--- config.mk ---
export PLATFORM = sky130hd
export DESIGN_NAME = rv_decode_stage
export DESIGN_NICKNAME = d
export VERILOG_FILES = /design/src/rtl/rv_decode_stage.sv
export SDC_FILE = /design/constraint.sdc
export NUM_CORES = 1
export LEC_CHECK = 0
export ABC_AREA = 1
export BUFFER_PORTS_ARGS = -buffer_cell sky130_fd_sc_hd__buf_2
export CAP_MARGIN = 10
export CORE_ASPECT_RATIO = 0.5
export CORE_UTILIZATION = 53
export CTS_CLUSTER_DIAMETER = 80
export DETAILED_ROUTE_END_ITERATION = 10
export GPL_ROUTABILITY_DRIVEN = 0
export PLACE_DENSITY = 0.92
export SLEW_MARGIN = 25
export SYNTH_ARGS = -nofsm -noshare
export SYNTH_HDL_FRONTEND = slang
export SYNTH_SLANG_ARGS = --single-unit
--- constraint.sdc ---
create_clock -name clk -period 1.92 [get_ports clk]
set_input_delay 0.192 -clock clk [delete_from_list [all_inputs] [get_ports clk]]
set_output_delay 0.192 -clock clk [all_outputs]
set_load 0.1 [all_outputs]
--- src/rtl/rv_decode_stage.sv ---
// Registered RISC-V decode stage: valid/ready in, decoded bundle out, saturating counters.
// Optional one-entry skid buffer with a registered in_ready when RV_DECODE_SKID_EN is defined.
module rv_decode_stage #(
    parameter int XLEN  = 32,
    parameter int CNT_W = 16
) (
    input  logic             clk,
    input  logic             rst_n,
    input  logic             flush,
    input  logic             in_valid,
    output logic             in_ready,
    input  logic [31:0]      in_inst,
    output logic             out_valid,
    input  logic             out_ready,
    output logic [4:0]       out_class,
    output logic [2:0]       out_fmt,
    output logic [4:0]       out_rd,
    output logic [4:0]       out_rs1,
    output logic [4:0]       out_rs2,
    output logic [2:0]       out_funct3,
    output logic [6:0]       out_funct7,
    output logic [XLEN-1:0]  out_imm,
    output logic             out_illegal,
    output logic [CNT_W-1:0] cnt_decoded,
    output logic [CNT_W-1:0] cnt_illegal
);

    localparam logic [4:0] C_LOAD      = 5'b00000;
    localparam logic [4:0] C_MISC_MEM  = 5'b00011;
    localparam logic [4:0] C_OP_IMM    = 5'b00100;
    localparam logic [4:0] C_AUIPC     = 5'b00101;
    localparam logic [4:0] C_OP_IMM_32 = 5'b00110;
    localparam logic [4:0] C_STORE     = 5'b01000;
    localparam logic [4:0] C_OP        = 5'b01100;
    localparam logic [4:0] C_LUI       = 5'b01101;
    localparam logic [4:0] C_OP_32     = 5'b01110;
    localparam logic [4:0] C_BRANCH    = 5'b11000;
    localparam logic [4:0] C_JALR      = 5'b11001;
    localparam logic [4:0] C_JAL       = 5'b11011;
    localparam logic [4:0] C_SYSTEM    = 5'b11100;

    localparam logic [2:0] FMT_R    = 3'd0;
    localparam logic [2:0] FMT_I    = 3'd1;
    localparam logic [2:0] FMT_S    = 3'd2;
    localparam logic [2:0] FMT_B    = 3'd3;
    localparam logic [2:0] FMT_U    = 3'd4;
    localparam logic [2:0] FMT_J    = 3'd5;
    localparam logic [2:0] FMT_NONE = 3'd7;

    logic            out_xfer;
    logic            in_xfer;
    logic            load_out;
    logic [31:0]     dec_inst;
    logic [2:0]      dec_fmt;
    logic            dec_illegal;
    logic [XLEN-1:0] dec_imm;

    assign out_xfer = out_valid & out_ready;
    assign in_xfer  = in_valid & in_ready;

`ifdef RV_DECODE_SKID_EN
    logic        skid_valid;
    logic [31:0] skid_inst;
    logic        in_ready_q;

    assign in_ready = in_ready_q;
    assign dec_inst = skid_valid ? skid_inst : in_inst;
    // While the skid entry is full in_ready is low, so only the skid can feed the output.
    assign load_out = !flush && (skid_valid ? out_xfer
                                            : (in_xfer && (!out_valid || out_ready)));

    always_ff @(posedge clk or negedge rst_n) begin
        if (!rst_n) begin
            skid_valid <= 1'b0;
            skid_inst  <= '0;
            in_ready_q <= 1'b1;
        end else if (flush) begin
            skid_valid <= 1'b0;
            in_ready_q <= 1'b1;
        end else if (skid_valid) begin
            if (out_xfer) begin
                skid_valid <= 1'b0;
                in_ready_q <= 1'b1;
            end
        end else if (in_xfer && out_valid && !out_ready) begin
            skid_valid <= 1'b1;
            skid_inst  <= in_inst;
            in_ready_q <= 1'b0;
        end
    end
`else
    assign in_ready = !out_valid || out_ready;
    assign dec_inst = in_inst;
    assign load_out = !flush && in_xfer;
`endif

    always_comb begin
        dec_fmt = FMT_NONE;
        case (dec_inst[6:2])
            C_LOAD, C_MISC_MEM, C_OP_IMM, C_JALR, C_SYSTEM: dec_fmt = FMT_I;
            C_STORE:        dec_fmt = FMT_S;
            C_OP:           dec_fmt = FMT_R;
            C_LUI, C_AUIPC: dec_fmt = FMT_U;
            C_BRANCH:       dec_fmt = FMT_B;
            C_JAL:          dec_fmt = FMT_J;
            C_OP_IMM_32:    dec_fmt = (XLEN == 64) ? FMT_I : FMT_NONE;
            C_OP_32:        dec_fmt = (XLEN == 64) ? FMT_R : FMT_NONE;
            default:        dec_fmt = FMT_NONE;
        endcase
        dec_illegal = (dec_inst[1:0] != 2'b11) || (dec_fmt == FMT_NONE);
        if (dec_illegal) begin
            dec_fmt = FMT_NONE;
        end

        // U-type folds inst[31] into the replication so the count stays nonzero at XLEN=32.
        case (dec_fmt)
            FMT_I: dec_imm = {{(XLEN-12){dec_inst[31]}}, dec_inst[31:20]};
            FMT_S: dec_imm = {{(XLEN-12){dec_inst[31]}}, dec_inst[31:25], dec_inst[11:7]};
            FMT_B: dec_imm = {{(XLEN-12){dec_inst[31]}}, dec_inst[7], dec_inst[30:25],
                              dec_inst[11:8], 1'b0};
            FMT_U: dec_imm = {{(XLEN-31){dec_inst[31]}}, dec_inst[30:12], 12'b0};
            FMT_J: dec_imm = {{(XLEN-20){dec_inst[31]}}, dec_inst[19:12], dec_inst[20],
                              dec_inst[30:21], 1'b0};
            default: dec_imm = '0;
        endcase
    end

    always_ff @(posedge clk or negedge rst_n) begin
        if (!rst_n) begin
            out_valid <= 1'b0;
        end else if (flush) begin
            out_valid <= 1'b0;
        end else if (load_out) begin
            out_valid <= 1'b1;
        end else if (out_xfer) begin
            out_valid <= 1'b0;
        end
    end

    always_ff @(posedge clk or negedge rst_n) begin
        if (!rst_n) begin
            out_class   <= '0;
            out_fmt     <= FMT_NONE;
            out_rd      <= '0;
            out_rs1     <= '0;
            out_rs2     <= '0;
            out_funct3  <= '0;
            out_funct7  <= '0;
            out_imm     <= '0;
            out_illegal <= 1'b0;
        end else if (load_out) begin
            out_class   <= dec_inst[6:2];
            out_fmt     <= dec_fmt;
            out_rd      <= dec_inst[11:7];
            out_rs1     <= dec_inst[19:15];
            out_rs2     <= dec_inst[24:20];
            out_funct3  <= dec_inst[14:12];
            out_funct7  <= dec_inst[31:25];
            out_imm     <= dec_imm;
            out_illegal <= dec_illegal;
        end
    end

    // A flushed cycle never counts as an output transfer.
    always_ff @(posedge clk or negedge rst_n) begin
        if (!rst_n) begin
            cnt_decoded <= '0;
            cnt_illegal <= '0;
        end else if (out_xfer && !flush) begin
            if (cnt_decoded != '1) begin
                cnt_decoded <= cnt_decoded + CNT_W'(1);
            end
            if (out_illegal && (cnt_illegal != '1)) begin
                cnt_illegal <= cnt_illegal + CNT_W'(1);
            end
        end
    end

endmodule

## After elaboration in Yosys (flattened, before gate mapping)

Memories as Yosys holds them, arrays and structs flattened.
Cells that the tools add are included.

| operators by class | value |
|---|---|
| reductions and logical operators | 10 |
| add/sub/neg operators | 2 |
| multiplexer cells | 5 |
| bitwise logic cells | 2 |
| equality and inequality tests | 9 |

Operators with widths:

| operator | count |
|---|---|
| $pmux 32 s5 | 1 |
| $add 16x1->16 const B | 2 |
| $ne 16x16->1 const B | 2 |
| $eq 3x3->1 const B | 3 |
| $eq 3x2->1 const B | 2 |
| $reduce_and 2->1 | 2 |
| $eq 3x1->1 const B | 1 |
| $logic_and 1x1->1 | 3 |
| $mux 1 | 3 |
| $mux 3 | 1 |
| $reduce_bool 3->1 | 1 |
| $and 1x1->1 | 2 |
| $logic_not 1->1 | 2 |
| $logic_or 1x1->1 | 2 |
| $ne 2x2->1 const B | 1 |

| storage, ports and cells | value |
|---|---|
| bits in registers | 99 |
| output and inout bits | 100 |
| word-level logic and storage cells | 41 |
| ROM bits | 96 |
| memories kept | 1 |
| bits of input ports | 37 |

Memories:

| name | words | bits a word | rd ports | clocked after Yosys merged registers in | write ports | RTL line | source |
|---|---|---|---|---|---|---|---|
| (name not given) | 32 | 3 | 1 | 0 | 0 | 99 | `case (dec_inst[6:2])` |

## Depth between registers and ports, before layout

Gate-level depths: netlist (run 1).

| logic depth | value |
|---|---|
| depth after elaboration | 6 |
| mapped depth | 15 |
| mapped depth without buffers | 15 |

## Least setup slack after synthesis (run 1)

No wires, ideal clock.

| timing | value |
|---|---|
| path type | flip-flop to flip-flop |
| start point | register cnt_decoded[0] |
| end point | register cnt_decoded[5] |
| library setup time | 0.163 ns |
| path buffers | 0 |
| period minus slack after synthesis | 2.390 ns |
| required time | 1.757 ns |
| cell stages (with the launch flop) | 10 |
| data arrival time | 2.228 ns |
| path slack | -0.470 ns |
| path through | dfrtp_1 > ha_1 > nand2_1 > nor2_1 > nand4_2 > o21ai_4 > inv_4 > nand2_2 > nor2_1 > xor2_1 |

| on the way | value |
|---|---|
| longest elaborated chain between the ends | 2 |
| elaborated cells on any way between the ends | 3 |
| those cells by class | add/sub: 1; eq/ne: 1; reduce/logical: 1 |

RTL lines:

| what | RTL line | source |
|---|---|---|
| start: declaration | 24 | `output logic [CNT_W-1:0] cnt_decoded,` |
| start signal: assignment | 171 | `cnt_decoded <= cnt_decoded + CNT_W'(1);` |
| branches (longest 2 deep; another with $add 16x1->16) | - |  |

Several ways; the timed one is not identified.
A chain may end at the register's enable or synchronous reset.

## Worst setup path in the final report (run 1)

Ends and elaborated chain as after synthesis.

==> results.json, run 1 <==
{
  "yosysWarningCount": 0,
  "path_buf_inv": 1,
  "violations": "DRC",
  "die_y_um": 70.4,
  "wirelength_um": 12700,
  "start_kind": "flop",
  "wl_met2_um": 6110,
  "fin_crit_sh": 0.930,
  "netlist_instances": 593,
  "vias": 4445,
  "firstDrtPassIters": 8,
  "clk_latency_ns": 0.34,
  "globalRouteTotalUtil": 0.270,
  "slowest_delay_ns": 0.45,
  "ir_worst_vdd_mv": 0.591,
  "finClkSkew_ns": 0.00567,
  "io_pins": 137,
  "fillers": 682,
  "yosys.area.top_type": "dfrtp_1",
  "finalHoldViolations": 0,
  "antenna_left": 0,
  "die-area_um2": 9770,
  "yosys.cell_types.count": 39,
  "routedWlPerCell_um": 14.9,
  "via_per_inst": 5.22,
  "cpMaxStageDelayCell": "dfrtp_4",
  "hold_depth": 3,
  "hold_class": "in2reg",
  "coreArea_um2": 8890,
  "dieWidth_um": 139,
  "cts_setup_buffers": 0,
  "slew_viol_final": 0,
  "synth_ff_type": "dfrtp_1",
  "synth_most_common_cell": "nand2_1",
  "clockRootBuffer": "clkbuf_16",
  "grt_pass1_vias": 4128,
  "tightest_slew_ns": 0.547,
  "dp_hpwl_um": 9120,
  "cp_top_family": "flip-flops",
  "clk_pin_slew_worst_paths_ns": 0.07,
  "syn-cell-area_um2": 4960,
  "max-slew-margin-rel": 0.635,
  "synth_top_area_share": 0.485,
  "yosysSeqAreaShare": 0.501,
  "top_layer_used": "met4",
  "syn_to_final_growth_pct": 23.5,
  "fin_crit_ns": 1.79,
  "status": "finished, violations left",
  "start_util": 0.558,
  "crit_top_cell": "nor2_1",
  "drv_cap": 0,
  "dp.cells": 834,
  "yosys-top-cells-area": "dfrtp_1 (48%), nand2_1 (17%), xor2_1 (3.7%), nand3_1 (3.5%), inv_1 (3.3%)",
  "cts_tree": "built",
  "grt_pass1_wl_um": 20300,
  "antennaDiodeCount": 0,
  "synth_edf_count": 0,
  "syn_nets": 635,
  "synthArstFlopShare": 1.00,
  "grt_max_degree": 66,
  "overflow": 0,
  "critical_path_required_ns": 2.15,
  "cp-end-kind": "flop",
  "antenna_found_initial": 0,
  "cp.arrival_ns": 2.01,
  "synthTopCellsByCount": "nand2_1 (230), dfrtp_1 (96), inv_1 (43)",
  "place.port_buffers": 136,
  "cts_max_path_buffers": 2,
  "drt-initial-drc-count": 381,
  "hold_slack_ns": 0.0759,
  "fp-row-count": 24,
  "power_density_nw_per_um2": 1280,
  "leakagePower_nw": 3.44,
  "path_cells": "ha_1 > nand2_1 > nor2_1 > nand4_2 > o21ai_4 > inv_4 > nand2_2 > nor2_1 > xor2_1",
  "fmax_ghz": 0.560,
  "drive_above_1_share": 0.323,
  "nets": 771,
  "fin_cells": 851,
  "criticalPathCategory": "reg2reg",
  "synth_seq_cells": 99,
  "utilization": 0.689,
  "syn-mean-instance-area_um2": 8.36,
  "rsz0062_at_grt": "no",
  "dr_wl_met3_um": 790,
  "setup_violations": 0,
  "worstPathMaxFanout": 10,
  "r2r_cells": 9,
  "numCtsBuffers": 9,
  "wl_met1_um": 5560,
  "drc": 5,
  "clock-sinks": 99,
  "cp_num_cells": 9,
  "htreeDepth": 3
}
sequential cells by signal (all words and copies together), names as in the netlist:
name and flops:
out_funct7 7, out_illegal 1, out_rd 5, out_funct3 3, cnt_illegal 16, out_rs1 5
out_rs2 5, cnt_decoded 16, out_fmt 3, out_imm 32, out_valid 1, out_class 5
worst paths after layout:
| path | from | endpoint | slack [ns] |
|---|---|---|---|
| worst max-delay path | cnt_decoded[0] | cnt_decoded[5] | 0.13 |
| worst min-delay path | in_inst[15] | out_rs1[0] | 0.08 |
| worst max register to register | cnt_decoded[0] | cnt_decoded[5] | 0.13 |
| worst min register to register | out_rs1[1] | out_rs1[1] | 0.47 |
| max in group asynchronous | rst_n | out_fmt[1] | 0.86 |
| min in group asynchronous | rst_n | out_class[0] | 0.38 |
layer usage:
layer  track usage  up-vias
met1         0.350     2090
met2         0.443      182
met5             0        -
met4        0.0938        0
met3        0.0672       24
li1              -     2149
report_power, final:
group / internal, mW / leakage (nW) / total [mW] / switching (mW)
clock: 1.18 / 0.151 / 1.93 / 0.746
combinational: 0.459 / 2.07 / 3.22 / 2.76
sequential: 2.42 / 1.23 / 2.67 / 0.250
repair_timing:
action	in CTS	in global routing
resized for setup	0	1
hold buffers	1	0
endpoints found under the hold margin	38	0
setup endpoints to repair	0	1
worst min-delay path: stages:
cell	delay [ns]
buf_2	0.09
nand2_1	0.05
nand2_1	0.05
final cells by class:
| class | count | area, um2 | share of cell area |
|---|---|---|---|
| Inverter | 51 | 198 | 0.0323 |
| Sequential cell | 99 | 2530 | 0.413 |
| Timing Repair Buffer | 145 | 778 | 0.127 |
| Clock buffer | 14 | 254 | 0.0415 |
| Tap cell | 117 | 146 | 0.0239 |
| Multi-Input combinational cell | 423 | 2160 | 0.353 |
| Clock inverter | 2 | 60.1 | 0.00981 |
metrics by stage:
stage	TNS (ns)	worst slack, ns	power [mW]	instance area, um2
2_1_floorplan	-0.00579	-0.00579	5.30	5000
3_3_place_gp	0	0.146	5.85	5800
3_5_place_dp	0	0.0490	5.91	5800
4_1_cts	0	0.0808	7.84	6120
5_1_grt	0	0.00988	8.10	6120
6_report	0	0.135	7.81	6120
cells in the final DEF, fill, tap and decap left out, types with 14 or more instances in the layout:
cell | Yosys | final
dfrtp_2 | 0 | 25
nor2_1 | 26 | 26
nand3_2 | 15 | 15
o21ai_0 | 29 | 29
nand2_2 | 14 | 14
nand2_1 | 230 | 230
inv_1 | 43 | 42
buf_2 | 3 | 135
nand3_1 | 35 | 35
dfrtp_1 | 96 | 67
xor2_1 | 21 | 21
cell families (layout without fill, tap and decap cells):
logic type	count (synthesis)	after routing	synth area share
AO/OA/AOI/OAI	42	42	0.0482
XOR/XNOR	29	29	0.0512
adder cells (fa/ha/maj)	5	5	0.0126
buffers and inverters	71	212	0.0654
flip-flops	99	99	0.501
AND/OR/NAND/NOR	347	347	0.322
(Power assumes the default switching activity.)
==> run 2, diff against run 1 <==
--- a/config.mk
+++ b/config.mk
@@ -8,12 +8,13 @@
 export ABC_AREA = 1
 export BUFFER_PORTS_ARGS = -buffer_cell sky130_fd_sc_hd__buf_2
 export CAP_MARGIN = 10
-export CORE_ASPECT_RATIO = 0.5
-export CORE_UTILIZATION = 53
+export CELL_PAD_IN_SITES_DETAIL_PLACEMENT = 0
+export CELL_PAD_IN_SITES_GLOBAL_PLACEMENT = 1
+export CORE_UTILIZATION = 38
 export CTS_CLUSTER_DIAMETER = 80
 export DETAILED_ROUTE_END_ITERATION = 10
 export GPL_ROUTABILITY_DRIVEN = 0
-export PLACE_DENSITY = 0.92
+export PLACE_DENSITY = 0.9
 export SLEW_MARGIN = 25
 export SYNTH_ARGS = -nofsm -noshare
 export SYNTH_HDL_FRONTEND = slang
==> run 2 against run 1 <==
Compared with the run above: the flow now finishes without violations; worst hold slack got worse by 0.0077 ns; global-route usage down 7.4 points; critical path depth did not move.
==> results.json, run 2 (synthesized netlist as in run 1, its figures left out) <==
{
  "status": "completed",
  "nets": 774,
  "cp.arrival_ns": 1.95,
  "start_kind": "flop",
  "largest_reg_flops": 32,
  "die_y_um": 116,
  "fp-row-count": 41,
  "cts_tree": "built",
  "layout_commonest_cell": "nand2_1",
  "wl_met2_um": 5810,
  "regMostFlops": "out_imm",
  "via_per_inst": 4.76,
  "cp-end-kind": "flop",
  "vias": 4327,
  "tightest_slew_ns": 0.527,
  "top_layer_used": "met4",
  "max-slew-margin-rel": 0.651,
  "clock-sinks": 99,
  "setup_violations": 0,
  "antenna_found_initial": 0,
  "leakagePower_nw": 3.47,
  "hold_class": "in2reg",
  "drt-initial-drc-count": 255,
  "hold_slack_ns": 0.0681,
  "start_util": 0.391,
  "fin_crit_sh": 0.881,
  "htreeDepth": 3,
  "criticalPathCategory": "reg2reg",
  "final_cell_mix": "nand2_1 (230), buf_2 (135), dfrtp_1 (67), inv_1 (42), nand3_1 (35)",
  "grt_pass1_vias": 4168,
  "fmax_ghz": 0.591,
  "place.port_buffers": 136,
  "dr_wl_met3_um": 649,
  "clk_latency_ns": 0.34,
  "worstPathMaxFanout": 12,
  "die-area_um2": 13500,
  "grt_max_degree": 65,
  "globalRouteTotalUtil": 0.196,
  "wl_met1_um": 5880,
  "rsz0062_at_grt": "no",
  "antenna_left": 0,
  "fillers": 1222,
  "numCtsBuffers": 9,
  "ir_worst_vdd_mv": 0.486,
  "cts_max_path_buffers": 2,
  "reg_top3": "out_imm x32, cnt_decoded x16, cnt_illegal x16",
  "overflow": 0,
  "firstDrtPassIters": 4,
  "finClkSkew_ns": 0.00675,
  "dieWidth_um": 116,
  "clk_pin_slew_worst_paths_ns": 0.07,
  "drc": 0,
  "clockRootBuffer": "clkbuf_16",
  "dp_hpwl_um": 9340,
  "finalHoldViolations": 0,
  "design_area_um2": 6220,
  "power_density_nw_per_um2": 1250,
  "syn_to_final_growth_pct": 25.6,
  "critical_path_required_ns": 2.18,
  "routedWlPerCell_um": 13.8,
  "fin_crit_ns": 1.69,
  "io_pins": 137,
  "slew_viol_final": 0,
  "wirelength_um": 12500,
  "antennaDiodeCount": 0,
  "grt_pass1_wl_um": 20400,
  "coreArea_um2": 12700,
  "drive_above_1_share": 0.330,
  "cts_setup_buffers": 0,
  "drv_cap": 0,
  "placed_area_um2": 5900
}
## run 2: final timing paths
check                               start             end  slack [ns]  depth (start not counted)
setup / recovery           cnt_illegal[0]  cnt_illegal[5]        0.23                          9
hold / removal                in_inst[13]   out_funct3[1]        0.07                          3
setup reg to reg           cnt_illegal[0]  cnt_illegal[5]        0.23                          9
hold reg to reg             out_funct7[5]   out_funct7[5]        0.47                          2
max in group asynchronous           rst_n      out_fmt[0]        0.98                          3
min in group asynchronous           rst_n     out_imm[16]        0.24                          2
## run 2: stage by stage
| stage | power (mW) | setup TNS [ns] | setup slack [ns] | util | std cells |
|---|---|---|---|---|---|
| floorplan | 5.30 | -0.00579 | -0.00579 | - | 593 |
| global placement | 5.87 | 0 | 0.142 | 0.466 | 892 |
| detailed placement | 5.92 | 0 | 0.0629 | 0.466 | 892 |
| CTS | 7.84 | 0 | 0.156 | 0.491 | 909 |
| global route | 8.08 | 0 | 0.0618 | 0.491 | 909 |
| finish | 7.76 | 0 | 0.229 | 0.491 | 909 |
## run 2: what timing repair did
action / in CTS / in global routing
hold buffers: 1 / 0
endpoints found under the setup margin: 0 / 1
resized for setup: 0 / 1
endpoints found under the hold margin: 53 / 0
## run 2: routing by layer
metal  GRT usage  vias up
met1       0.263     2033
li1            -     2152
met5           0        -
met3      0.0363       13
met2       0.313      129
met4      0.0803        0
## run 2: critical path, stage by stage, from the launching register on
cell	delay [ns]
dfrtp_4	0.51
ha_1	0.23
nand3_1	0.13
nor3_4	0.05
nand4_1	0.08
nand2_2	0.09
inv_4	0.13
nand2_1	0.10
nor2_1	0.14
xor2_1	0.15
## run 2: final cells by class
class | count | area [um2] | area share
sequential | 99 | 2530 | 0.406
multi-input combinational | 423 | 2160 | 0.347
timing repair buffer | 148 | 813 | 0.131
clock buffer | 12 | 256 | 0.0412
tap | 172 | 215 | 0.0346
inverter | 51 | 198 | 0.0318
clock inverter | 4 | 56.3 | 0.00905
## run 2: report_power, final
group | switching [mW] | internal, mW
Sequential | 0.248 | 2.42
Combinational | 2.74 | 0.463
Clock | 0.797 | 1.09
Total | 3.79 | 3.97
